===== src/rtl/vector_fetch_engine.sv =====
// vector_fetch_engine: pops byte addresses from the address FIFO, reads the
// matching 256-bit vector from the vector BRAM and pushes it into the vector
// FIFO. Issue is credit-throttled against the FIFO occupancy plus the fetches
// still travelling through the BRAM pipeline, so the vector FIFO never overruns.
module vector_fetch_engine #(
    parameter int DATA_WIDTH      = 256,
    parameter int BRAM_ADDR_WIDTH = 16,
    parameter int ADDR_SHIFT      = 5,
    parameter int BRAM_LATENCY    = 2,
    parameter int VCTR_FIFO_DEPTH = 512
) (
    input  logic                       clk,
    input  logic                       reset,
    input  logic                       run_program,
    input  logic                       end_program,
    input  logic [31:0]                addr_fifo_dout,
    input  logic                       addr_fifo_empty,
    output logic                       addr_fifo_rd,
    output logic                       bram_en,
    output logic [BRAM_ADDR_WIDTH-1:0] bram_addr,
    input  logic [DATA_WIDTH-1:0]      bram_rdata,
    input  logic [15:0]                words_in_vctr_fifo,
    input  logic                       vector_fifo_full,
    output logic [DATA_WIDTH-1:0]      vctr_fifo_din,
    output logic                       vctr_fifo_wr,
    output logic [31:0]                fetch_cnt,
    output logic                       busy,
    output logic                       done,
    output logic                       overrun_err
);

    // Holds 0..BRAM_LATENCY+1 outstanding fetches.
    localparam int INFLIGHT_WIDTH = $clog2(BRAM_LATENCY + 2);

    typedef enum logic [1:0] {
        IDLE  = 2'd0,
        FETCH = 2'd1,
        DRAIN = 2'd2
    } state_t;

    state_t                    state_reg;
    state_t                    state_next;
    logic                      run_prev_reg;
    logic                      run_rise;
    logic                      start;
    logic                      issue;
    logic                      done_next;
    logic                      done_reg;
    logic                      credit_ok;
    logic [31:0]               credit_sum;
    logic                      rd_d1_reg;
    logic [BRAM_LATENCY-1:0]   rd_vld_reg;
    logic [BRAM_LATENCY:0]     vld_chain;
    logic [INFLIGHT_WIDTH-1:0] inflight_reg;
    logic [INFLIGHT_WIDTH-1:0] inflight_next;
    logic [31:0]               fetch_cnt_reg;
    logic                      overrun_reg;
    logic                      addr_unused;

    // Only the vector-index slice of the byte address is consumed.
    assign addr_unused = ^addr_fifo_dout;

    // Registered edge detect so a level held across a program does not restart it.
    assign run_rise = run_program & ~run_prev_reg;

    // Outstanding fetches count against free FIFO space.
    assign credit_sum = 32'(words_in_vctr_fifo) + 32'(inflight_reg);
    assign credit_ok  = credit_sum < 32'(VCTR_FIFO_DEPTH);

    // State register, edge-detect history and done pulse.
    always_ff @(posedge clk or negedge reset) begin
        if (!reset) begin
            state_reg    <= IDLE;
            run_prev_reg <= 1'b0;
            done_reg     <= 1'b0;
        end else begin
            state_reg    <= state_next;
            run_prev_reg <= run_program;
            done_reg     <= done_next;
        end
    end

    // Next-state and issue decision; end_program beats both start and issue.
    always_comb begin
        state_next = state_reg;
        issue      = 1'b0;
        start      = 1'b0;
        done_next  = 1'b0;
        unique case (state_reg)
            IDLE: begin
                if (run_rise && !end_program) begin
                    state_next = FETCH;
                    start      = 1'b1;
                end
            end
            FETCH: begin
                if (end_program) begin
                    state_next = DRAIN;
                end else begin
                    issue = !addr_fifo_empty && credit_ok;
                end
            end
            DRAIN: begin
                if (inflight_reg == '0) begin
                    state_next = IDLE;
                    done_next  = 1'b1;
                end
            end
            default: state_next = IDLE;
        endcase
    end

    // Valid chain: bit 0 is the BRAM enable cycle, bit gi+1 is gi+1 cycles later.
    assign vld_chain[0] = rd_d1_reg;
    generate
        for (genvar gi = 0; gi < BRAM_LATENCY; gi++) begin : g_vld_chain
            assign vld_chain[gi+1] = rd_vld_reg[gi];
        end
    endgenerate

    // Issue pipeline: address-FIFO read, then BRAM enable, then BRAM_LATENCY stages.
    always_ff @(posedge clk or negedge reset) begin
        if (!reset) begin
            rd_d1_reg  <= 1'b0;
            rd_vld_reg <= '0;
        end else begin
            rd_d1_reg  <= issue;
            rd_vld_reg <= vld_chain[BRAM_LATENCY-1:0];
        end
    end

    // Outstanding-fetch counter: +1 on read strobe, -1 on FIFO write.
    always_comb begin
        inflight_next = inflight_reg;
        if (issue && !vctr_fifo_wr) begin
            inflight_next = inflight_reg + 1'b1;
        end else if (!issue && vctr_fifo_wr) begin
            inflight_next = inflight_reg - 1'b1;
        end
    end

    // Outstanding-fetch register.
    always_ff @(posedge clk or negedge reset) begin
        if (!reset) begin
            inflight_reg <= '0;
        end else begin
            inflight_reg <= inflight_next;
        end
    end

    // Written-vector counter (cleared on program start) and sticky overrun flag.
    always_ff @(posedge clk or negedge reset) begin
        if (!reset) begin
            fetch_cnt_reg <= '0;
            overrun_reg   <= 1'b0;
        end else begin
            if (start) begin
                fetch_cnt_reg <= '0;
            end else if (vctr_fifo_wr) begin
                fetch_cnt_reg <= fetch_cnt_reg + 32'd1;
            end
            if (vctr_fifo_wr && vector_fifo_full) begin
                overrun_reg <= 1'b1;
            end
        end
    end

    // Address FIFO data arrives the cycle after the read strobe and goes straight
    // to the BRAM; BRAM data goes straight to the FIFO when it becomes valid.
    assign addr_fifo_rd  = issue;
    assign bram_en       = rd_d1_reg;
    assign bram_addr     = rd_d1_reg ? addr_fifo_dout[ADDR_SHIFT +: BRAM_ADDR_WIDTH] : '0;
    assign vctr_fifo_wr  = rd_vld_reg[BRAM_LATENCY-1];
    assign vctr_fifo_din = vctr_fifo_wr ? bram_rdata : '0;
    assign fetch_cnt     = fetch_cnt_reg;
    assign busy          = (state_reg != IDLE);
    assign done          = done_reg;
    assign overrun_err   = overrun_reg;

endmodule

===== config.mk =====
export PLATFORM = sky130hd
export DESIGN_NAME = vector_fetch_engine
export DESIGN_NICKNAME = d
export VERILOG_FILES = /design/src/rtl/vector_fetch_engine.sv
export SDC_FILE = /design/constraint.sdc
export NUM_CORES = 1
export LEC_CHECK = 0
export ABC_AREA = 1
export CORE_AREA = 2 2 241 243
export DETAILED_ROUTE_END_ITERATION = 8
export DIE_AREA = 0 0 243 245
export GPL_TIMING_DRIVEN = 0
export PLACE_DENSITY_LB_ADDON = 0.2
export SLEW_MARGIN = 30
export SYNTH_ARGS = -nofsm -noshare
export SYNTH_HDL_FRONTEND = slang
export SYNTH_SLANG_ARGS = --single-unit

===== constraint.sdc =====
create_clock -name clk -period 4 [get_ports clk]
set_input_delay 0.6 -clock clk [delete_from_list [all_inputs] [get_ports clk]]
set_output_delay 0.6 -clock clk [all_outputs]
set_load 0.005 [all_outputs]

==> results.cfg <==
[worst_setup_path]
worstSetupPathType = flop to output pin
cp-end-kind = output pin
arrival_ps = 2830
reg2regPathDepth = 15
regToRegEndpoint = inflight_reg[1]
cp-endpoint = vctr_fifo_din[210]
cp_data_required_time_ps = 3400
critPathLaunchType = flop
reg2reg_slack_ps = 1630
r2r-start = inflight_reg[1]
worstPathMaxFanout = 10
critPathLaunch = rd_vld_reg[1]

[cts]
cts_buffer_depth = 2
clkSlewWorstSetupHoldPaths_ps = 60
ctsResizeCount = 0
cts_tree = built
cts_setup_buffers = 0
cts_root_buf = clkbuf_16
clk_latency_ps = 280
cts_sinks = 42
hold_buffers = 0
cts_buffers = 5
htreeDepth = 2

[floorplanning]
coreArea_um2 = 57000
ioPinCount = 620
initial_utilization = 0.0849
die_h_um = 245
die_w_um = 243
num_rows = 88
dieArea_um2 = 59500

[synth]
ys_ff_latch = 42
seq_area_frac_synth = 0.217
synthCells = 954
syn_area_um2 = 4840
synth.avg_cell_area_um2 = 5.08
yosys_warnings = 0
syn-num-nets = 1267
synth_cell_type_count = 37

[global_route]
grt_pass1_vias = 7726
grt_max_degree = 43
overflow = 0
grt_pass1_wl_um = 51400
grt_antenna_before_repair = 1
grt_use_total = 0.116

[sta]
clock.fmax_ghz = 0.292
finalCriticalPeriod_ps = 3430
slew_viol_final = 0
tightest_slew_ps = 800
tns_ps = 0
timing.final.crit_share = 0.857
hold_violations = 0
rsz0062_at_grt = no
slew_headroom = 0.466
setup_violations = 0
skew_ps = 6.56

[cells_and_area]
mostFrequentLayoutCell = clkdlybuf4s50_1
multi_input_area_um2 = 2410
layout_common_cells = clkdlybuf4s50_1 (602), nand2_1 (368), inv_1 (326)
layoutNonFillerInstCount = 2332
largest_reg_flops = 32
regArea_um2 = 1050
final_net_count = 1878
fill_cells = 6625
drive_gt1_frac = 0.0313
synthToLayoutAreaGrowth_pct = 148

[route]
drt_iter0_drc = 192
drt-total-wl_um = 37100
vias = 7509
firstDrtPassIters = 4
remaining_drc_errors = 0
routed_via_density = 3.22
wl_per_cell_um = 15.9
ant_nets = 0

[placed_design]
io_buffer_count = 603
dp_hpwl_um = 33500
gp_congestion = 0.856
dp.cells = 2323

[flow_run]
max-cap-violations = 0

[status]
status = completed

[pwr]
cellPowerDensity_nw_per_um2 = 107
leakage_nw = 6.58
ir_worst_vdd_uv = 157

[worst_hold_path]
hp-class = input port to asynchronous set/reset pin
==> per-layer routing <==
| metal | track usage | share of wire |
|---|---|---|
| met2 | 0.211 | 0.50 |
| met5 | 0 | 0 |
| met1 | 0.137 | 0.41 |
| met4 | 0.0110 | 0.0073 |
| met3 | 0.0376 | 0.082 |
==> cells by family (layout without fill, tap and decap cells) <==
| group | after synthesis | in the layout | share of synthesized area |
|---|---|---|---|
| adder cells (fa/ha/maj) | 3 | 3 | 0.00775 |
| flip-flops | 42 | 42 | 0.217 |
| XOR/XNOR | 3 | 3 | 0.00543 |
| AO/OA/AOI/OAI | 40 | 40 | 0.0465 |
| buffers and inverters | 365 | 977 | 0.286 |
| AND/OR/NAND/NOR | 501 | 501 | 0.437 |
| other | 0 | 1 | 0 |
==> final cells by class <==
type	count	share of cell area
antenna	1	0.000208
buffer	35	0.0123
clock buffer	7	0.0110
clock inverter	1	0.00250
inverter	330	0.103
multi-input combinational	547	0.200
sequential	42	0.0875
tap	765	0.0797
timing repair buffer	604	0.503
==> cells in the mapped netlist (all sizes together) <==
library cell	n	area (µm²)
xor2	2	17.5
dfrtp	42	1050
nand2	373	1410
and3	1	6.26
buf	11	57.6
a2bb2oi	1	8.76
nor2	65	287
nand3b	1	11.3
a21o	1	7.51
inv	330	1240
o21bai	1	7.51
a31oi	4	25.0
nand3	24	150
o21a	1	7.51
xnor2	1	8.76
or2	3	18.8
nor3b	1	7.51
clkbuf	24	90.1
a21boi	2	15.0
o21ai	15	78.8
nand4	16	106
ha	3	37.5
a21oi	15	75.1
nor3	17	118
==> worst max-delay path, cell delays in order (launching register included) <==
cell and delay (ps):
dfrtp_1 340, buf_4 200, clkbuf_1 320, buf_8 190, clkbuf_1 500, nand2_1 330
inv_1 130, clkdlybuf4s50_1 530
==> through the flow <==
step	hold WS [ps]	setup slack (ps)	instance area [µm²]	total power, mW	util
global placement	332	461	11800	0.835	0.208
floorplan	304	1630	4840	0.495	-
finish	318	573	12000	1.29	0.211
CTS	348	348	12000	1.31	0.211
detailed placement	336	594	11800	0.837	0.208
global route	354	253	12000	1.35	0.211
==> power breakdown <==
group	switching, mW	total, mW	leakage (nW)	internal (mW)
sequential	0.00853	0.442	0.572	0.434
combinational	0.106	0.384	5.93	0.278
clock	0.165	0.460	0.0781	0.295
total	0.279	1.29	6.58	1.01
==> worst min path at each step <==
stage / endpoint / from / slack (ps) / depth (start not counted)
global placement: rd_vld_reg[1] / rd_vld_reg[0] / 330 / 0
floorplan: bram_en / reset / 300 / 0
finish: done / reset / 320 / 1
detailed placement: rd_vld_reg[1] / rd_vld_reg[0] / 340 / 0
CTS: done / reset / 350 / 1
global route: fetch_cnt[27] / reset / 350 / 1
(Power assumes the default switching activity.)
